## src/rtl/lmc1992_pkg.sv

```systemverilog
// Shared constants for the STE Microwire master and LMC1992 register model.
// Command codes, clamps, reset values, register offsets and the shifter state type.
package lmc1992_pkg;

    localparam int unsigned FRAME_W = 11;
    localparam int unsigned CMD_W   = 3;
    localparam int unsigned VAL_W   = 6;
    localparam int unsigned RXCNT_W = 5;

    localparam logic [CMD_W-1:0] CMD_MIX    = 3'b000;
    localparam logic [CMD_W-1:0] CMD_BASS   = 3'b001;
    localparam logic [CMD_W-1:0] CMD_TREBLE = 3'b010;
    localparam logic [CMD_W-1:0] CMD_MASTER = 3'b011;
    localparam logic [CMD_W-1:0] CMD_RIGHT  = 3'b100;
    localparam logic [CMD_W-1:0] CMD_LEFT   = 3'b101;

    localparam logic [5:0] MASTER_MAX = 6'd40;
    localparam logic [4:0] LR_MAX     = 5'd20;
    localparam logic [3:0] TONE_MAX   = 4'd12;

    localparam logic [5:0] MASTER_RST = 6'd40;
    localparam logic [4:0] LEFT_RST   = 5'd20;
    localparam logic [4:0] RIGHT_RST  = 5'd20;
    localparam logic [3:0] BASS_RST   = 4'd6;
    localparam logic [3:0] TREBLE_RST = 4'd6;
    localparam logic [1:0] MIX_RST    = 2'd1;
    localparam logic [1:0] MIX_RSVD   = 2'd3;

    localparam logic [4:0] REG_DATA   = 5'h11;
    localparam logic [4:0] REG_MASK   = 5'h12;
    localparam logic [1:0] FRAME_ADDR = 2'b10;

    typedef enum logic [1:0] {
        ST_IDLE  = 2'd0,
        ST_SHIFT = 2'd1,
        ST_LATCH = 2'd2
    } mw_state_e;

    function automatic logic [15:0] rotl16(input logic [15:0] x);
        return {x[14:0], x[15]};
    endfunction

endpackage

```

## src/rtl/ste_microwire_if.sv

```systemverilog
// CPU-side access bus of the STE sound register page as seen by the Microwire block.
interface ste_microwire_if;
    logic [15:0] din;
    logic [4:0]  addr;
    logic        sel;
    logic        uds;
    logic        lds;
    logic        rw;
    logic [15:0] dout;

    modport master (output din, addr, sel, uds, lds, rw, input dout);
    modport slave  (input din, addr, sel, uds, lds, rw, output dout);
endinterface

```

## src/rtl/lmc1992_regs.sv

```systemverilog
// LMC1992 setting registers: decodes a received frame, clamps the value and
// holds the mixer settings; cfg_strobe marks every accepted write.
module lmc1992_regs
    import lmc1992_pkg::*;
(
    input  logic               clk,
    input  logic               reset,
    input  logic               frame_valid_i,
    input  logic [FRAME_W-1:0] frame_i,
    output logic               cfg_strobe_o,
    output logic [5:0]         master_vol_o,
    output logic [4:0]         left_vol_o,
    output logic [4:0]         right_vol_o,
    output logic [3:0]         bass_o,
    output logic [3:0]         treble_o,
    output logic [1:0]         mix_o
);

    logic [CMD_W-1:0] cmd;
    logic [VAL_W-1:0] val;
    logic             accept;

    logic       strobe_q, strobe_d;
    logic [5:0] master_q, master_d;
    logic [4:0] left_q, left_d, right_q, right_d;
    logic [3:0] bass_q, bass_d, treble_q, treble_d;
    logic [1:0] mix_q, mix_d;

    assign cmd    = frame_i[8:6];
    assign val    = frame_i[5:0];
    assign accept = frame_valid_i && (frame_i[10:9] == FRAME_ADDR);

    always_comb begin
        strobe_d = 1'b0;
        master_d = master_q;
        left_d   = left_q;
        right_d  = right_q;
        bass_d   = bass_q;
        treble_d = treble_q;
        mix_d    = mix_q;
        if (accept) begin
            unique case (cmd)
                CMD_MIX: begin
                    // mix value 3 is reserved and leaves the setting untouched
                    if (val[1:0] != MIX_RSVD) begin
                        mix_d    = val[1:0];
                        strobe_d = 1'b1;
                    end
                end
                CMD_BASS: begin
                    bass_d   = (val[3:0] > TONE_MAX) ? TONE_MAX : val[3:0];
                    strobe_d = 1'b1;
                end
                CMD_TREBLE: begin
                    treble_d = (val[3:0] > TONE_MAX) ? TONE_MAX : val[3:0];
                    strobe_d = 1'b1;
                end
                CMD_MASTER: begin
                    master_d = (val > MASTER_MAX) ? MASTER_MAX : val;
                    strobe_d = 1'b1;
                end
                CMD_RIGHT: begin
                    right_d  = (val[4:0] > LR_MAX) ? LR_MAX : val[4:0];
                    strobe_d = 1'b1;
                end
                CMD_LEFT: begin
                    left_d   = (val[4:0] > LR_MAX) ? LR_MAX : val[4:0];
                    strobe_d = 1'b1;
                end
                default: ;
            endcase
        end
    end

    always_ff @(posedge clk) begin
        if (reset) begin
            strobe_q <= 1'b0;
            master_q <= MASTER_RST;
            left_q   <= LEFT_RST;
            right_q  <= RIGHT_RST;
            bass_q   <= BASS_RST;
            treble_q <= TREBLE_RST;
            mix_q    <= MIX_RST;
        end else begin
            strobe_q <= strobe_d;
            master_q <= master_d;
            left_q   <= left_d;
            right_q  <= right_d;
            bass_q   <= bass_d;
            treble_q <= treble_d;
            mix_q    <= mix_d;
        end
    end

    assign cfg_strobe_o = strobe_q;
    assign master_vol_o = master_q;
    assign left_vol_o   = left_q;
    assign right_vol_o  = right_q;
    assign bass_o       = bass_q;
    assign treble_o     = treble_q;
    assign mix_o        = mix_q;

endmodule

```

## src/rtl/ste_microwire.sv

```systemverilog
// STE Microwire master: CPU data/mask registers, 16-bit rotating shifter and
// frame capture feeding the LMC1992 register model.
module ste_microwire
    import lmc1992_pkg::*;
#(
    parameter int unsigned BIT_TICKS = 8,
    parameter int unsigned NBITS     = 16
) (
    input  logic             clk,
    input  logic             reset,
    input  logic             clk_8_en,
    ste_microwire_if.slave   bus,
    output logic             busy,
    output logic             cfg_strobe,
    output logic [5:0]       master_vol,
    output logic [4:0]       left_vol,
    output logic [4:0]       right_vol,
    output logic [3:0]       bass,
    output logic [3:0]       treble,
    output logic [1:0]       mix
);

    localparam int unsigned TICK_W = (BIT_TICKS > 1) ? $clog2(BIT_TICKS) : 1;
    localparam int unsigned BIT_W  = (NBITS > 1) ? $clog2(NBITS) : 1;

    mw_state_e            state_q, state_d;
    logic [15:0]          data_q, data_d;
    logic [15:0]          mask_q, mask_d;
    logic [TICK_W-1:0]    tick_q, tick_d;
    logic [BIT_W-1:0]     bit_q, bit_d;
    logic [FRAME_W-1:0]   rx_q, rx_d;
    logic [RXCNT_W-1:0]   rxcnt_q, rxcnt_d;
    logic                 busy_q, busy_d;
    logic [15:0]          dout_q, dout_d;
    logic                 wr_c;
    logic                 frame_valid_c;

    assign wr_c = bus.sel && !bus.rw && clk_8_en;

    always_comb begin
        state_d       = state_q;
        data_d        = data_q;
        mask_d        = mask_q;
        tick_d        = tick_q;
        bit_d         = bit_q;
        rx_d          = rx_q;
        rxcnt_d       = rxcnt_q;
        frame_valid_c = 1'b0;
        dout_d        = 16'h0000;

        unique case (state_q)
            ST_IDLE: begin
                if (wr_c && bus.addr == REG_MASK) begin
                    if (bus.uds) mask_d[15:8] = bus.din[15:8];
                    if (bus.lds) mask_d[7:0]  = bus.din[7:0];
                end else if (wr_c && bus.addr == REG_DATA) begin
                    if (bus.uds) data_d[15:8] = bus.din[15:8];
                    if (bus.lds) data_d[7:0]  = bus.din[7:0];
                    tick_d  = '0;
                    bit_d   = '0;
                    rx_d    = '0;
                    rxcnt_d = '0;
                    state_d = ST_SHIFT;
                end
            end
            ST_SHIFT: begin
                if (clk_8_en) begin
                    if (tick_q == TICK_W'(BIT_TICKS - 1)) begin
                        tick_d = '0;
                        // sample before rotating: the bit leaving [15] is the one sent
                        if (mask_q[15]) begin
                            rx_d = {rx_q[FRAME_W-2:0], data_q[15]};
                            if (rxcnt_q != {RXCNT_W{1'b1}}) rxcnt_d = rxcnt_q + RXCNT_W'(1);
                        end
                        data_d = rotl16(data_q);
                        mask_d = rotl16(mask_q);
                        if (bit_q == BIT_W'(NBITS - 1)) begin
                            bit_d   = '0;
                            state_d = ST_LATCH;
                        end else begin
                            bit_d = bit_q + BIT_W'(1);
                        end
                    end else begin
                        tick_d = tick_q + TICK_W'(1);
                    end
                end
            end
            ST_LATCH: begin
                frame_valid_c = (rxcnt_q >= RXCNT_W'(FRAME_W));
                state_d       = ST_IDLE;
            end
            default: state_d = ST_IDLE;
        endcase

        busy_d = (state_d != ST_IDLE);

        if (bus.sel && bus.rw) begin
            if (bus.addr == REG_DATA)      dout_d = data_d;
            else if (bus.addr == REG_MASK) dout_d = mask_d;
        end
    end

    always_ff @(posedge clk) begin
        if (reset) begin
            state_q <= ST_IDLE;
            data_q  <= '0;
            mask_q  <= '0;
            tick_q  <= '0;
            bit_q   <= '0;
            rx_q    <= '0;
            rxcnt_q <= '0;
            busy_q  <= 1'b0;
            dout_q  <= '0;
        end else begin
            state_q <= state_d;
            data_q  <= data_d;
            mask_q  <= mask_d;
            tick_q  <= tick_d;
            bit_q   <= bit_d;
            rx_q    <= rx_d;
            rxcnt_q <= rxcnt_d;
            busy_q  <= busy_d;
            dout_q  <= dout_d;
        end
    end

    assign bus.dout = dout_q;
    assign busy     = busy_q;

    lmc1992_regs u_regs (
        .clk           (clk),
        .reset         (reset),
        .frame_valid_i (frame_valid_c),
        .frame_i       (rx_q),
        .cfg_strobe_o  (cfg_strobe),
        .master_vol_o  (master_vol),
        .left_vol_o    (left_vol),
        .right_vol_o   (right_vol),
        .bass_o        (bass),
        .treble_o      (treble),
        .mix_o         (mix)
    );

endmodule

```

## src/flat_wrapper.sv

```systemverilog
// flat-port wrapper written by rule: the top's interface ports become plain ports
module ste_microwire_flat import lmc1992_pkg::*;
#(
    parameter int unsigned BIT_TICKS = 8,
    parameter int unsigned NBITS     = 16
)
  (clk, reset, clk_8_en, busy, cfg_strobe, master_vol, left_vol, right_vol, bass, treble, mix, bus_din, bus_addr, bus_sel, bus_uds, bus_lds, bus_rw, bus_dout);
  ste_microwire_if bus_i ();
  input  logic clk;
  input  logic reset;
  input  logic clk_8_en;
  output logic busy;
  output logic cfg_strobe;
  output logic [5:0] master_vol;
  output logic [4:0] left_vol;
  output logic [4:0] right_vol;
  output logic [3:0] bass;
  output logic [3:0] treble;
  output logic [1:0] mix;
  input wire logic [$bits(bus_i.din)-1:0] bus_din;
  input wire logic [$bits(bus_i.addr)-1:0] bus_addr;
  input wire logic [$bits(bus_i.sel)-1:0] bus_sel;
  input wire logic [$bits(bus_i.uds)-1:0] bus_uds;
  input wire logic [$bits(bus_i.lds)-1:0] bus_lds;
  input wire logic [$bits(bus_i.rw)-1:0] bus_rw;
  output wire logic [$bits(bus_i.dout)-1:0] bus_dout;
  assign bus_i.din = bus_din;
  assign bus_i.addr = bus_addr;
  assign bus_i.sel = bus_sel;
  assign bus_i.uds = bus_uds;
  assign bus_i.lds = bus_lds;
  assign bus_i.rw = bus_rw;
  assign bus_dout = bus_i.dout;
  ste_microwire #(.BIT_TICKS(BIT_TICKS), .NBITS(NBITS)) u_core (.clk(clk), .reset(reset), .clk_8_en(clk_8_en), .bus(bus_i), .busy(busy), .cfg_strobe(cfg_strobe), .master_vol(master_vol), .left_vol(left_vol), .right_vol(right_vol), .bass(bass), .treble(treble), .mix(mix));
endmodule
```

## config.mk

```make
export PLATFORM = sky130hd
export DESIGN_NAME = ste_microwire_flat
export DESIGN_NICKNAME = d
export VERILOG_FILES = /design/src/rtl/lmc1992_pkg.sv /design/src/rtl/ste_microwire_if.sv /design/src/rtl/lmc1992_regs.sv /design/src/rtl/ste_microwire.sv /design/src/flat_wrapper.sv
export SDC_FILE = /design/constraint.sdc
export NUM_CORES = 1
export LEC_CHECK = 0
export BUFFER_PORTS_ARGS = -buffer_cell sky130_fd_sc_hd__clkbuf_2
export CORE_MARGIN = 3
export CORE_UTILIZATION = 50
export DETAILED_ROUTE_END_ITERATION = 6
export PLACE_DENSITY = 0.8
export SYNTH_ARGS = -nofsm -noshare
export SYNTH_HDL_FRONTEND = slang
export SYNTH_SLANG_ARGS = --single-unit
```

## constraint.sdc

```tcl
create_clock -name clk -period 1.7 [get_ports clk]
set_input_delay 0.17 -clock clk [delete_from_list [all_inputs] [get_ports clk]]
set_output_delay 0.17 -clock clk [all_outputs]
set_load 0.005 [all_outputs]
```

# [Word-level counts from Yosys, hierarchy flattened]
# Index checks and enable logic that the tools add are counted.
[classes] n_eq_ne=20 magnitude_cmp=4 mul=0 shift=0 add_sub_neg=3 n_bitwise=2 div_mod_pow=0 n_reduce_logical=24 mux=51
[op_table] op="two-way mux 16 bit" n=9
[op_table] op="case mux 16 bit (2 select lines)" n=2
[op_table] op="two-way mux 11 bit" n=5
[op_table] op="two-way mux 5 bit" n=7
[op_table] op="two-way mux 8 bit" n=4
[op_table] op="two-way mux 4 bit" n=6
[op_table] op="case mux 11 bit (2 select lines)" n=1
[op_table] op="two-way mux 3 bit" n=4
[op_table] op="== test 5 bit (second input constant)" n=2
[op_table] op="two-way mux 2 bit" n=5
[op_table] op="case mux 5 bit (2 select lines)" n=1
[op_table] op="AND reduction 2 bit" n=5
[op_table] op="== test 3 bit (second input constant)" n=3
[op_table] op="inequality test 2 x 1 -> 1 bit (second input constant)" n=4
[op_table] op="case mux 4 bit (2 select lines)" n=1
[op_table] op="AND reduction 7 bit" n=1
[op_table] op="== test 3 x 2 -> 1 bit (second input constant)" n=2
[op_table] op="greater-than comparator 6 bit (second input constant)" n=1
[op_table] op="logical AND 1 bit" n=6
[op_table] op="two-way mux 6 bit" n=1
[op_table] op="inequality test 2 bit (second input constant)" n=3
[op_table] op="case mux 3 bit (2 select lines)" n=1
[op_table] op="AND reduction 6 bit" n=1
[op_table] op="adder 5 x 1 -> 5 bit (second input constant)" n=1
[op_table] op="other kinds (23)" n=28
[totals] rom_bits=0 mem_bits_rw=0 latch_bits=0 reg_bits=101 input_bits=28 n_memories=0

# [Logic depth before layout (Yosys ltp)]
# Gate-level depths: netlist (run 1).
[depth] depth_word=8 depth_mapped=9

# [Cells and area by module]
# A second synthesis (run 1) with hierarchy kept.
[hier_totals] hier_cells=523 area_unflattened_um2=4847.1
[by_module_without_submodules] mod="ste_microwire" n_inst=1 cells_per_inst=395 seq_area_each_um2=1481.4 area_per_inst_um2=3679.8
[by_module_without_submodules] mod="lmc1992_regs" n_inst=1 cells_per_inst=128 seq_area_each_um2=540.5 area_per_inst_um2=1167.4

# [Worst setup path before layout (run 1)]
# No wires, ideal clock.
[synth_timing] kind="register -> register" start="register u_core.tick_q[0]" end="register u_core.dout_q[13] (netlist: u_core.bus.dout[13])" arrival_ns=1.747 path_buffers=2 path_stages_with_launch=10 synth_period_minus_slack_ns=1.864 setup_slack_ns=-0.164 path_cell_list="dfxtp_1 ha_1 ha_1 and2_1 clkbuf_1 buf_2 nand2_1 a211oi_1 a21oi_1 a32o_1"
[synth_via] elab_chain_cells=6 elab_cells_between_ends=9
[synth_lines] element="start, declared" line="ste_microwire.sv:29" text="logic [TICK_W-1:0] tick_q, tick_d;"
[synth_lines] element="start signal, assigned" line="ste_microwire.sv:118" text="tick_q <= tick_d;"
[synth_lines] element="== test 3 bit *" line="ste_microwire.sv:68" text="if (tick_q == TICK_W'(BIT_TICKS - 1)) begin"
[synth_lines] element="two-way mux 16 bit" line="ste_microwire.sv:68"
[synth_lines] element="two-way mux 16 bit" line="ste_microwire.sv:67" text="if (clk_8_en) begin"
[synth_lines] element="case mux 16 bit (2 select lines)" line="ste_microwire.sv:51" text="unique case (state_q)"
[synth_lines] element="two-way mux 16 bit" line="ste_microwire.sv:99" text="else if (bus.addr == REG_MASK) dout_d = mask_d;"
[synth_lines] element="two-way mux 16 bit *" line="ste_microwire.sv:98" text="if (bus.addr == REG_DATA) dout_d = data_d;"
[synth_lines] element="end signal, assigned" line="ste_microwire.sv:123" text="dout_q <= dout_d;"
[synth_lines] element="end, declared" line="ste_microwire.sv:34" text="logic [15:0] dout_q, dout_d;"
# Every way passes the cells marked *; elsewhere a longest branch is shown, timed or not.
# A chain may end at the register's enable or synchronous reset.

# [Final worst setup path (run 1)]
[layout_timing] start="register u_core.rxcnt_q[1]" end="register u_core.u_regs.master_q[0] (netlist: u_core.u_regs.master_vol_o[0])"
[layout_via] elab_chain_cells=4
[layout_lines] element="start, declared" line="ste_microwire.sv:32" text="logic [RXCNT_W-1:0] rxcnt_q, rxcnt_d;"
[layout_lines] element="start signal, assigned" line="ste_microwire.sv:121" text="rxcnt_q <= rxcnt_d;"
[layout_lines] element="greater-or-equal comparator 5 x 4 -> 1 bit" line="ste_microwire.sv:89" text="frame_valid_c = (rxcnt_q >= RXCNT_W'(FRAME_W));"
[layout_lines] element="two-way mux 1 bit" line="ste_microwire.sv:51"
[layout_lines] element="logical AND 1 bit" line="lmc1992_regs.sv:31" text="assign accept = frame_valid_i && (frame_i[10:9] == FRAME_ADDR);"
[layout_lines] element="AND reduction 2 bit (no source line)"
[layout_lines] element="end signal, assigned" line="lmc1992_regs.sv:86" text="master_q <= master_d;"
[layout_lines] element="end, declared" line="lmc1992_regs.sv:24" text="logic [5:0] master_q, master_d;"
# No other way between the ends.

==> results by group, run 1 <==
Logic synthesis
  – Ys Warns: 0
  – Yosys cell types: 60
  – Synth Flop Type: dfxtp_1
  – Yosys reg bits: 101
  – Asr flop ratio synth: 0
  – EDFF count, synth: 0
  – Netlist Area Pre-Place: 4823 um^2
  – Post-synthesis net count: 586
  – Syn Inst Count: 552
  – Register area share after synthesis: 0.4192
  – Mean Syn Cell Area: 8.738 um^2

Detailed routing
  – Drt first pass iters: 5
  – Via count: 4,696
  – WL/cell: 17.14 um
  – Residual DRC: 0
  – DRT iter0 DRCs: 233
  – Number of vias per cell: 5.899
  – Final WL: 13.65 mm
  – Detail Route Antenna Nets: 0

Power
  – Peak supply drop: 0.4506 mV
  – Reg power frac: 0.582
  – Overall Power: 0.004062 W
  – Leak: 2.421 nW
  – Sw frac: 0.2578
  – Clock power share: 0.375
  – Sw Pwr: 0.001047 W
  – Internal power: 0.003015 W
  – Combinational share of power: 0.043
  – Power Density: 643.2 nW/um^2

Worst setup path
  – Critical Path Source Type: flop
  – CP peak stage delay: 0.36 ns
  – Setup crit end kind: flop
  – Worst path required time: 2.00 ns
  – Critical path cell sequence: ha_4 > a211o_1 > a21oi_4 > buf_6 > nor4b_4 > buf_4 > nand2b_4 > a21oi_2
  – Crit path max-delay cell type: dfxtp_2
  – Crit-path leading delay family: compound AO/OA/AOI/OAI gates
  – WP depth: 8
  – Crit Path Max Fanout: 6
  – Combined buffer and inverter count along the critical path: 2
  – Crit path DAT: 2.03 ns
  – Crit Path Class: flop to flop
  – R2R depth: 8

Finish
  – Share of layout cells above drive strength 1: 0.3718
  – Antenna cells: 0
  – Fin cells: 796
  – Fill count: 713
  – Final #Nets: 696
  – Design area: 6316 um^2
  – Syn-to-layout area delta: 30.95%

Placed design
  – Buffers on Ports: 71
  – Final HPWL DP: 9.255 mm
  – Placed insts: 772
  – Gp weighted congestion: 0.8699
  – DP Area: 5732 um^2

Run
  – Max Cap Viol: 0

Floorplan
  – Chip width: 104.2 um
  – Core Footprint: 9328 um^2
  – IO Pins: 72
  – Die area: 10,860 um^2
  – Chip Height: 104.2 um
  – Row count: 35
  – Starting Density: 0.5171

Timing
  – Final TNS setup: -0.1251 ns
  – Tcrit/Tclk final: 1.018
  – Worst Slack Setup Final: -0.03103 ns
  – Slew Limit Fails: 0
  – Min Hold Slack: 0.08992 ns
  – Slew headroom: 0.6306
  – Setup Skew: 0.02252 ns
  – Worst-margin pin slew: 0.5542 ns
  – RSZ-0062 raised after global routing: yes
  – Finish-stage setup viols: 8
  – Final hold vios: 0
  – Fin crit period: 1.731 ns
  – Fmax: 0.5777 GHz

Global route
  – Antenna violations before repair: 0
  – Vias in the first global route: 4,652
  – GRT Residual Overflow: 0
  – Global-route wire length before repair: 21.98 mm
  – All-Layer GR Usage: 0.2407
  – Largest net degree at the start of global routing: 30

CTS
  – Clock root buffer master: clkbuf_8
  – Worst-path clk slew: 0.12 ns
  – Total clock sinks: 101
  – Max Root-Sink Buffers: 2
  – CTS HTree Levels: 3
  – Num CTS Buffers: 9
  – CTS tree: built
  – Later-pin clock latency in the skew report: 0.38 ns
  – CTS hold repair buffers: 0

Hold path
  – Hold crit path type: input port to flop
  – Hold Crit Depth: 3

Run status
  – Status: finished with violations
  – Failing checks: negative setup slack
[worst reg2reg max path: cells and delay by family (launching register included)]
family | cells | cell delay [ns]
flops | 1 | 0.36
simple gates | 2 | 0.19
compound gates | 3 | 0.61
buf+inv | 2 | 0.34
fa+ha+maj | 1 | 0.16
[power groups by stage]
stage	Combinational, W	Sequential, W	Clock [W]
after floorplan	0.0000840	0.00242	0
after global placement	0.000159	0.00242	0
after global routing	0.000189	0.00236	0.00165
after CTS	0.000164	0.00237	0.00154
after detailed placement	0.000163	0.00242	0
final	0.000176	0.00236	0.00152
[cells in the mapped netlist, types with 2 or more instances]
master    count  area share
a211oi_1      2      0.0031
a21o_1        5      0.0078
a21oi_1      53       0.055
a221o_1       6       0.012
a221oi_1     16       0.029
a22o_1        2      0.0036
a311oi_1      2      0.0036
a31oi_1      11       0.014
a32o_1        3      0.0062
a41oi_1       2      0.0036
and2_1       15       0.019
and2_4        2      0.0036
and3_1       12       0.016
buf_1         3      0.0023
buf_2         8      0.0083
buf_6         3      0.0070
clkbuf_1     27       0.021
dfxtp_1     101        0.42
ha_1          6       0.016
mux2i_1      14       0.029
nand2_1      40       0.031
nand2b_1     21       0.027
nand3_1      18       0.019
nand3b_1     24       0.037
nand4b_1      3      0.0054
nor2_1       48       0.037
nor2b_1      13       0.017
nor3_1       18       0.019
nor3b_1       7       0.011
nor4_1        2      0.0026
nor4_4        2      0.0088
nor4b_4       2      0.0099
o21ai_0      16       0.017
o21ai_1       2      0.0021
o22ai_1      12       0.016
o41ai_1       3      0.0054
or2_2         3      0.0039
or3b_2        2      0.0036
xnor2_1       2      0.0036
[stage by stage]
stage                       util  setup slack, ns
after floorplan                -        -0.003522
after global placement    0.6145         -0.05200
after detailed placement  0.6145          -0.1072
after CTS                 0.6471         -0.03243
after global routing      0.6771          -0.1045
final                     0.6771         -0.03103
[path summary, 6_finish.rpt]
| path | start | end | slack (ns) |
|---|---|---|---|
| setup / recovery | u_core.rxcnt_q[1]$_SDFFE_PP0P_ | u_core.u_regs.master_vol_o[0]$_SDFFE_PP0P_ | -0.03 |
| hold / removal | bus_din[9] | u_core.mask_q[9]$_SDFF_PP0_ | 0.09 |
| setup reg to reg | u_core.rxcnt_q[1]$_SDFFE_PP0P_ | u_core.u_regs.master_vol_o[0]$_SDFFE_PP0P_ | -0.03 |
| hold reg to reg | u_core.u_regs.left_vol_o[0]$_SDFFE_PP0P_ | u_core.u_regs.left_vol_o[0]$_SDFFE_PP0P_ | 0.49 |
[cell families after synthesis]
kind of cell,share of synthesized area
simple gates,0.3004
compound gates,0.1889
flops,0.4192
buf+inv,0.04099
mux,0.03139
fa+ha+maj,0.01556
xor+xnor,0.003632
[final cells by class]
class,instances,area (um^2),area share
Clock buffer,9,123.9,0.01961
Clock inverter,7,72.57,0.01149
Inverter,1,6.256,0.0009905
Multi-Input combinational cell,408,2994,0.4740
Sequential cell,101,2034,0.3221
Tap cell,129,161.4,0.02555
Timing Repair Buffer,141,923.4,0.1462
[layout by cell type (no fill, tap or decap), types with 6 or more instances in the layout]
cell	n
dfxtp_1	95
clkbuf_2	71
buf_4	61
nor2_1	47
nand2_1	39
a21oi_1	38
nand3b_1	24
nand2b_1	17
a221oi_2	16
nand3_1	15
and2_1	14
a21oi_2	14
mux2i_1	13
and3_1	12
nor3_1	11
nor2b_1	11
o22ai_1	11
a31oi_1	11
clkbuf_8	9
buf_6	8
o21ai_0	7
nor3b_1	6
nor3_2	6
a221o_1	6
o21ai_1	6
[timing repair]
action	4_1_cts	5_1_grt
hold endpoints to repair	0	0
cloned	1	0
resized for setup	20	67
setup buffers	3	5
endpoints found under the setup margin	69	65
pin swaps	10	26
[flip-flops by register name (all words and copies together), names as in the netlist]
register                    cells
u_core.rxcnt_q                  5
u_core.u_regs.cfg_strobe_o      1
u_core.u_regs.right_vol_o       5
u_core.busy                     1
u_core.data_q                  16
u_core.bit_q                    4
u_core.u_regs.bass_o            4
u_core.bus.dout                16
u_core.u_regs.master_vol_o      6
u_core.mask_q                  16
u_core.state_q                  2
u_core.tick_q                   3
u_core.u_regs.treble_o          4
u_core.u_regs.left_vol_o        5
u_core.u_regs.mix_o             2
u_core.rx_q                    11
[metal layers]
layer,track usage,wire [um]
met5,0,0
met4,0.1016,418
met3,0.05090,632
met2,0.4123,6996
met1,0.2925,5599
Power figures use the tool's default switching activity.
==> run 2: changes to the inputs <==
Settings changed: CORE_UTILIZATION 50 to 40, PLACE_DENSITY 0.8 to 0.62.
==> run 2 against run 1 <==
The run still ends with negative setup slack left. Highest routed layer unchanged. Sequential share of layout area fell by 0.75 points. Clock power rose by 33%. Critical path depth fell by 1. Clock skew fell by 0.014 ns. Non-clock buffer count rose by 7. Routed wire length rose by 0.32%. Global-route usage fell by 3.6 points. Register-to-register slack barely moved.
==> results by group, run 2 (synthesized netlist as in run 1, its figures left out) <==
Placed design
  – Pre-CTS setup slack: -0.1122 ns (was -0.1072 ns)
  – DP Area: 5854 um^2 (was 5732 um^2)
  – Final HPWL DP: 9.453 mm (was 9.255 mm)
  – Gp weighted congestion: 0.8346 (was 0.8699)
  – Buffers on Ports: 71 (unchanged)

Timing
  – Finish-stage setup viols: 5 (was 8)
  – Fmax: 0.5761 GHz (was 0.5777 GHz)
  – Slew headroom: 0.6045 (was 0.6306)
  – Setup Skew: 0.008990 ns (was 0.02252 ns)
  – Worst Slack Setup Final: -0.03567 ns (was -0.03103 ns)
  – Slew Limit Fails: 0 (unchanged)
  – Tcrit/Tclk final: 1.021 (was 1.018)
  – Min Hold Slack: 0.1097 ns (was 0.08992 ns)
  – Final hold vios: 0 (unchanged)
  – RSZ-0062 raised after global routing: yes (unchanged)
  – Fin crit period: 1.736 ns (was 1.731 ns)
  – Worst-margin pin slew: 0.5933 ns (was 0.5542 ns)

Worst setup path
  – Crit path DAT: 1.98 ns (was 2.03 ns)
  – Crit Path Class: flop to flop (unchanged)
  – Worst path required time: 1.95 ns (was 2.00 ns)
  – R2r endpoint: u_core.rxcnt_q[1]$_SDFFE_PP0P_ (was u_core.u_regs.master_vol_o[0]$_SDFFE_PP0P_)
  – Critical Path Source Type: flop (unchanged)
  – Reg2Reg Setup Slack: -0.04 ns (was -0.03 ns)
  – R2R depth: 7 (was 8)
  – Worst R2R Start: u_core.tick_q[1]$_SDFFE_PP0P_ (was u_core.rxcnt_q[1]$_SDFFE_PP0P_)
  – Setup crit end kind: flop (unchanged)
  – Crit Path Max Fanout: 3 (was 6)

Power
  – Peak supply drop: 0.5694 mV (was 0.4506 mV)
  – Combinational share of power: 0.040 (was 0.043)
  – Sw frac: 0.2353 (was 0.2578)
  – Overall Power: 0.004567 W (was 0.004062 W)
  – Power Density: 705.4 nW/um^2 (was 643.2 nW/um^2)
  – Leak: 2.509 nW (was 2.421 nW)
  – Clock power share: 0.443 (was 0.375)
  – Sw Pwr: 0.001075 W (was 0.001047 W)
  – Internal power: 0.003492 W (was 0.003015 W)
  – Reg power frac: 0.517 (was 0.582)

CTS
  – CTS hold repair buffers: 0 (unchanged)
  – Worst-path clk slew: 0.07 ns (was 0.12 ns)
  – CTS tree: built (unchanged)
  – Clock root buffer master: clkbuf_16 (was clkbuf_8)
  – CTS HTree Levels: 3 (unchanged)
  – Max Root-Sink Buffers: 2 (unchanged)
  – Num CTS Buffers: 9 (unchanged)
  – Later-pin clock latency in the skew report: 0.36 ns (was 0.38 ns)
  – Total clock sinks: 101 (unchanged)

Hold path
  – Hold crit path type: input port to flop (unchanged)
  – Hold Crit Depth: 3 (unchanged)
  – Hold-critical path endpoint: u_core.mask_q[8]$_SDFF_PP0_ (was u_core.mask_q[9]$_SDFF_PP0_)
  – Hold Startpoint: bus_din[8] (was bus_din[9])

Floorplan
  – Chip width: 115.8 um (was 104.2 um)
  – Chip Height: 115.8 um (was 104.2 um)
  – Row count: 39 (was 35)
  – Core Footprint: 11,610 um^2 (was 9328 um^2)
  – Die area: 13,410 um^2 (was 10,860 um^2)
  – IO Pins: 72 (unchanged)
  – Starting Density: 0.4153 (was 0.5171)

Finish
  – Final #Nets: 703 (was 696)
  – Commonest non-fill, non-tap cell in the layout: dfxtp_1 (unchanged)
  – Design area: 6474 um^2 (was 6316 um^2)
  – Most frequent cells in the layout: dfxtp_1 (95), clkbuf_2 (71), buf_4 (68), nor2_1 (48), a21oi_1 (40) (was dfxtp_1 (95), clkbuf_2 (71), buf_4 (61), nor2_1 (47), nand2_1 (39))
  – Antenna cells: 0 (unchanged)
  – Share of layout cells above drive strength 1: 0.3591 (was 0.3718)
  – Syn-to-layout area delta: 34.22% (was 30.95%)

Global route
  – Vias in the first global route: 4,559 (was 4,652)
  – GRT Residual Overflow: 0 (unchanged)
  – All-Layer GR Usage: 0.2044 (was 0.2407)
  – Global-route wire length before repair: 21.90 mm (was 21.98 mm)
  – Antenna violations before repair: 0 (unchanged)
  – Largest net degree at the start of global routing: 50 (was 30)

Detailed routing
  – Final WL: 13.69 mm (was 13.65 mm)
  – WL/cell: 16.76 um (was 17.14 um)
  – Drt first pass iters: 4 (was 5)
  – Residual DRC: 0 (unchanged)
  – Number of vias per cell: 5.628 (was 5.899)
  – DRT iter0 DRCs: 340 (was 233)
  – Via count: 4,598 (was 4,696)
  – Detail Route Antenna Nets: 0 (unchanged)

Run
  – Max Cap Viol: 0 (unchanged)

Run status
  – Failing checks: negative setup slack (unchanged)
  – Status: finished with violations (unchanged)
==> run 2: cell types whose count changed in the layout (fill, tap and decap cells not counted), sizes merged <==
cell / change
clkinvlp: +1
inv: -2
clkbuf: +2
buf: +6
==> run 2: layer usage <==
metal  part of all wire  track usage  up-vias
li1                   -            -     2253
met1               0.43       0.2545     2229
met2               0.51       0.3483       98
met3              0.044      0.05222       18
met4              0.017      0.06187        0
met5                  0            0        -
==> run 2: metrics by stage <==
step	setup TNS, ns	cells	util
after floorplan	-0.01761	552	-
after global placement	-0.8862	795	0.5041
after detailed placement	-1.827	795	0.5041
after CTS	-0.06902	811	0.5343
after global routing	-2.619	817	0.5574
final	-0.07796	817	0.5574
==> run 2: critical path: stages (launching register included) <==
cell	delay (ns)
dfxtp_2	0.36
ha_4	0.16
ha_4	0.14
nand4_1	0.17
or2_4	0.31
a21oi_4	0.19
mux2i_1	0.23
nor2_1	0.06
==> run 2: cell type report <==
| cell class | count | area (um^2) |
|---|---|---|
| fillers | 1062 | 5140 |
| multi-input cells | 408 | 2947 |
| flip-flops and latches | 101 | 2037 |
| repair buffers | 148 | 1016 |
| clock buffers | 10 | 239.0 |
| well taps | 143 | 178.9 |
| clock inverters | 6 | 52.55 |
| inverters | 1 | 3.754 |
==> run 2: worst max-delay path by stage <==
| stage | from | endpoint | slack (ns) |
|---|---|---|---|
| 3_5_place_dp | u_core.rxcnt_q[1]$_SDFFE_PP0P_ | u_core.u_regs.mix_o[0]$_SDFFE_PP1P_ | -0.11 |
| 6_report | u_core.tick_q[1]$_SDFFE_PP0P_ | u_core.rxcnt_q[1]$_SDFFE_PP0P_ | -0.04 |
| 3_3_place_gp | u_core.tick_q[1]$_SDFFE_PP0P_ | u_core.bus.dout[13]$_SDFF_PP0_ | -0.08 |
| 4_1_cts | u_core.tick_q[0]$_SDFFE_PP0P_ | u_core.rxcnt_q[1]$_SDFFE_PP0P_ | -0.05 |
| 2_1_floorplan | u_core.tick_q[1]$_SDFFE_PP0P_ | u_core.rx_q[0]$_SDFFE_PP0P_ | -0.004 |
| 5_1_grt | u_core.tick_q[1]$_SDFFE_PP0P_ | u_core.rxcnt_q[1]$_SDFFE_PP0P_ | -0.13 |
==> run 2: what timing repair did <==
item / in CTS / in global routing
pin swaps: 9 / 30
gates cloned: 0 / 2
setup endpoints to repair: 61 / 62
buffers inserted: 1 / 6
resized for setup: 16 / 52
==> run 2: power by group through the flow <==
stage	clock network [W]	registers, W	logic (W)
3_3_place_gp	0	0.00242	0.000170
4_1_cts	0.00208	0.00237	0.000173
5_1_grt	0.00217	0.00236	0.000197
6_report	0.00202	0.00236	0.000181
3_5_place_dp	0	0.00242	0.000171
2_1_floorplan	0	0.00242	0.0000840
==> run 3: changes to the inputs <==
Settings changed: BUFFER_PORTS_ARGS -buffer_cell sky130_fd_sc_hd__clkbuf_2 to -buffer_cell sky130_fd_sc_hd__buf_4.
==> run 3 against run 2 <==
Worst hold slack worse by 0.056 ns. The run still ends with negative setup slack left. Worst setup slack worse by 0.017 ns. Largest power group unchanged. Via count is 1.7% lower. Fmax is 0.95% lower. Core utilization rose by 1.6 points. Final area increased by 2.8%. Final cell count decreased by 0.73%. Combinational power is 4% higher. First-iteration DRC count shrank 9.4%. Critical endpoint unchanged. Total power increased by 2.6%. Clock power up 5%.
==> results by group, run 3 (synthesized netlist as in run 1, its figures left out) <==
Worst setup path
  – Critical Path Source Type: flop (unchanged)
  – Crit path max-delay cell type: dfxtp_2 (unchanged)
  – Worst R2R Start: u_core.tick_q[1]$_SDFFE_PP0P_ (unchanged)
  – Crit-path leading delay family: simple AND/OR/NAND/NOR gates (unchanged)
  – Worst path required time: 1.94 ns (was 1.95 ns)
  – Setup crit end kind: flop (unchanged)
  – Crit Path Max Fanout: 4 (was 3)
  – CP peak stage delay: 0.36 ns (about the same)
  – Combined buffer and inverter count along the critical path: 1 (was 0)
  – Crit. Startpoint: u_core.tick_q[1]$_SDFFE_PP0P_ (unchanged)
  – Crit Path Class: flop to flop (unchanged)
  – Critical path cell sequence: ha_4 > ha_4 > nand4_1 > buf_4 > or2_4 > a21oi_4 > mux2i_1 > nor2_1 (was ha_4 > ha_4 > nand4_1 > or2_4 > a21oi_4 > mux2i_1 > nor2_1)
  – Crit path DAT: 1.99 ns (was 1.98 ns)
  – Most Frequent Cell on Critical Path: ha_4 (unchanged)

Global route
  – All-Layer GR Usage: 0.2084 (was 0.2044)
  – GRT Residual Overflow: 0 (unchanged)
  – Antenna violations before repair: 0 (unchanged)
  – Global-route wire length before repair: 22.19 mm (was 21.90 mm)
  – Vias in the first global route: 4,480 (was 4,559)
  – Largest net degree at the start of global routing: 45 (was 50)

Detailed routing
  – Final WL: 13.64 mm (was 13.69 mm)
  – WL/cell: 16.82 um (was 16.76 um)
  – DRT iter0 DRCs: 308 (was 340)
  – Number of vias per cell: 5.576 (was 5.628)
  – Residual DRC: 0 (unchanged)
  – Drt first pass iters: 4 (unchanged)
  – Via count: 4,522 (was 4,598)
  – Detail Route Antenna Nets: 0 (unchanged)

Timing
  – Setup Skew: 0.009033 ns (was 0.008990 ns)
  – Final hold vios: 0 (unchanged)
  – Worst-margin pin slew: 0.5337 ns (was 0.5933 ns)
  – Slew Limit Fails: 0 (unchanged)
  – RSZ-0062 raised after global routing: yes (unchanged)
  – Finish-stage setup viols: 14 (was 5)
  – Tcrit/Tclk final: 1.031 (was 1.021)
  – Fmax: 0.5707 GHz (was 0.5761 GHz)
  – Slew headroom: 0.6442 (was 0.6045)
  – Worst Slack Setup Final: -0.05234 ns (was -0.03567 ns)
  – Fin crit period: 1.752 ns (was 1.736 ns)

Finish
  – Layout Utilization: 0.5729 (was 0.5574)
  – Commonest non-fill, non-tap cell in the layout: buf_4 (was dfxtp_1)
  – Final #Nets: 697 (was 703)
  – Register area: 2031 um^2 (was 2037 um^2)
  – Syn-to-layout area delta: 37.95% (was 34.22%)
  – Most frequent cells in the layout: buf_4 (129), dfxtp_1 (96), nor2_1 (46), a21oi_1 (42), nand2_1 (39) (was dfxtp_1 (95), clkbuf_2 (71), buf_4 (68), nor2_1 (48), a21oi_1 (40))
  – Fill count: 1,081 (was 1,062)
  – Antenna cells: 0 (unchanged)
  – Multi-input gate area: 2992 um^2 (was 2947 um^2)
  – Share of layout cells above drive strength 1: 0.3668 (was 0.3591)
  – Design area: 6654 um^2 (was 6474 um^2)

CTS
  – Worst-path clk slew: 0.07 ns (about the same)
  – Clock root buffer master: clkbuf_16 (unchanged)
  – CTS tree: built (unchanged)
  – Num CTS Buffers: 9 (unchanged)
  – Max Root-Sink Buffers: 2 (unchanged)
  – Later-pin clock latency in the skew report: 0.36 ns (about the same)
  – Total clock sinks: 101 (unchanged)
  – CTS HTree Levels: 3 (unchanged)
  – CTS hold repair buffers: 0 (unchanged)

Power
  – Leak: 2.506 nW (was 2.509 nW)
  – Peak supply drop: 0.7287 mV (was 0.5694 mV)
  – Overall Power: 0.004687 W (was 0.004567 W)
  – Power Density: 704.4 nW/um^2 (was 705.4 nW/um^2)

Run
  – Max Cap Viol: 0 (unchanged)

Floorplan
  – Die area: 13,410 um^2 (unchanged)
  – IO Pins: 72 (unchanged)
  – Starting Density: 0.4153 (unchanged)
  – Chip Height: 115.8 um (unchanged)
  – Core Footprint: 11,610 um^2 (unchanged)
  – Row count: 39 (unchanged)
  – Chip width: 115.8 um (unchanged)

Placed design
  – Gp weighted congestion: 0.8445 (was 0.8346)
  – DP Area: 5969 um^2 (was 5854 um^2)
  – Final HPWL DP: 9.296 mm (was 9.453 mm)
  – Buffers on Ports: 71 (unchanged)

Run status
  – Status: finished with violations (unchanged)
  – Failing checks: negative setup slack (unchanged)

Hold path
  – Hold crit path type: input port to flop (unchanged)
  – Hold Startpoint: reset (was bus_din[8])
==> run 3: changes by cell type in the layout (fill, tap and decap cells not counted), sizes merged <==
cell and change:
clkinvlp -1, inv +1, clkbuf -72, buf +65
bufinv +1
==> run 3: worst reg2reg max path: cells and delay by family, from the launching register on <==
family | cells | cell delay [ns]
AO/OA/AOI/OAI | 1 | 0.19
adder cells (fa/ha/maj) | 2 | 0.32
buffers and inverters | 1 | 0.17
flip-flops | 1 | 0.36
multiplexers | 1 | 0.20
AND/OR/NAND/NOR | 3 | 0.41
==> run 3: layer usage <==
layer / vias to the layer above / track usage / part of all wire
li1: 2238 / - / -
met1: 2190 / 0.2637 / 0.45
met2: 79 / 0.3479 / 0.50
met3: 15 / 0.05117 / 0.040
met4: 0 / 0.07115 / 0.014
met5: - / 0 / 0
==> run 3: area by class of cell <==
type                            instances  area share
Timing Repair Buffer                  142      0.1722
Clock inverter                          7     0.01166
Inverter                                1   0.0005641
Sequential cell                       101      0.3052
Multi-Input combinational cell        408      0.4496
Tap cell                              143     0.02689
Clock buffer                            9     0.03385
==> run 3: per-stage QoR <==
step | setup TNS, ns | setup WS, ns | hold WS [ns] | cells
after floorplan | -0.01761 | -0.003522 | 0.3534 | 552
after global placement | -1.138 | -0.09198 | 0.4138 | 790
after detailed placement | -2.588 | -0.1355 | 0.4211 | 790
after CTS | -0.1320 | -0.04889 | 0.04262 | 807
after global routing | -2.846 | -0.1669 | 0.06053 | 811
final | -0.2338 | -0.05234 | 0.05388 | 811
==> run 3: worst paths after layout <==
check / end / slack, ns / depth (start not counted)
max: u_core.rxcnt_q[1]$_SDFFE_PP0P_ / -0.05 / 8
min: u_core.u_regs.left_vol_o[3]$_SDFFE_PP0P_ / 0.05 / 2
max reg2reg: u_core.rxcnt_q[1]$_SDFFE_PP0P_ / -0.05 / 8
min reg2reg: u_core.u_regs.master_vol_o[1]$_SDFFE_PP0P_ / 0.48 / 2
==> run 3: repair_timing <==
action	in CTS	in global routing
setup buffers	1	3
gates resized for setup	23	60
hold endpoints to repair	0	0
setup endpoints to repair	55	70
pin swaps	5	29
cloned	0	1
==> run 3: where the power goes <==
group	switching (W)	total (W)	leakage [nW]	internal, W
registers	0.00000135	0.00236	0.816	0.00236
logic	0.000104	0.000189	1.54	0.0000847
clock network	0.000973	0.00213	0.147	0.00116
total	0.00108	0.00469	2.51	0.00361
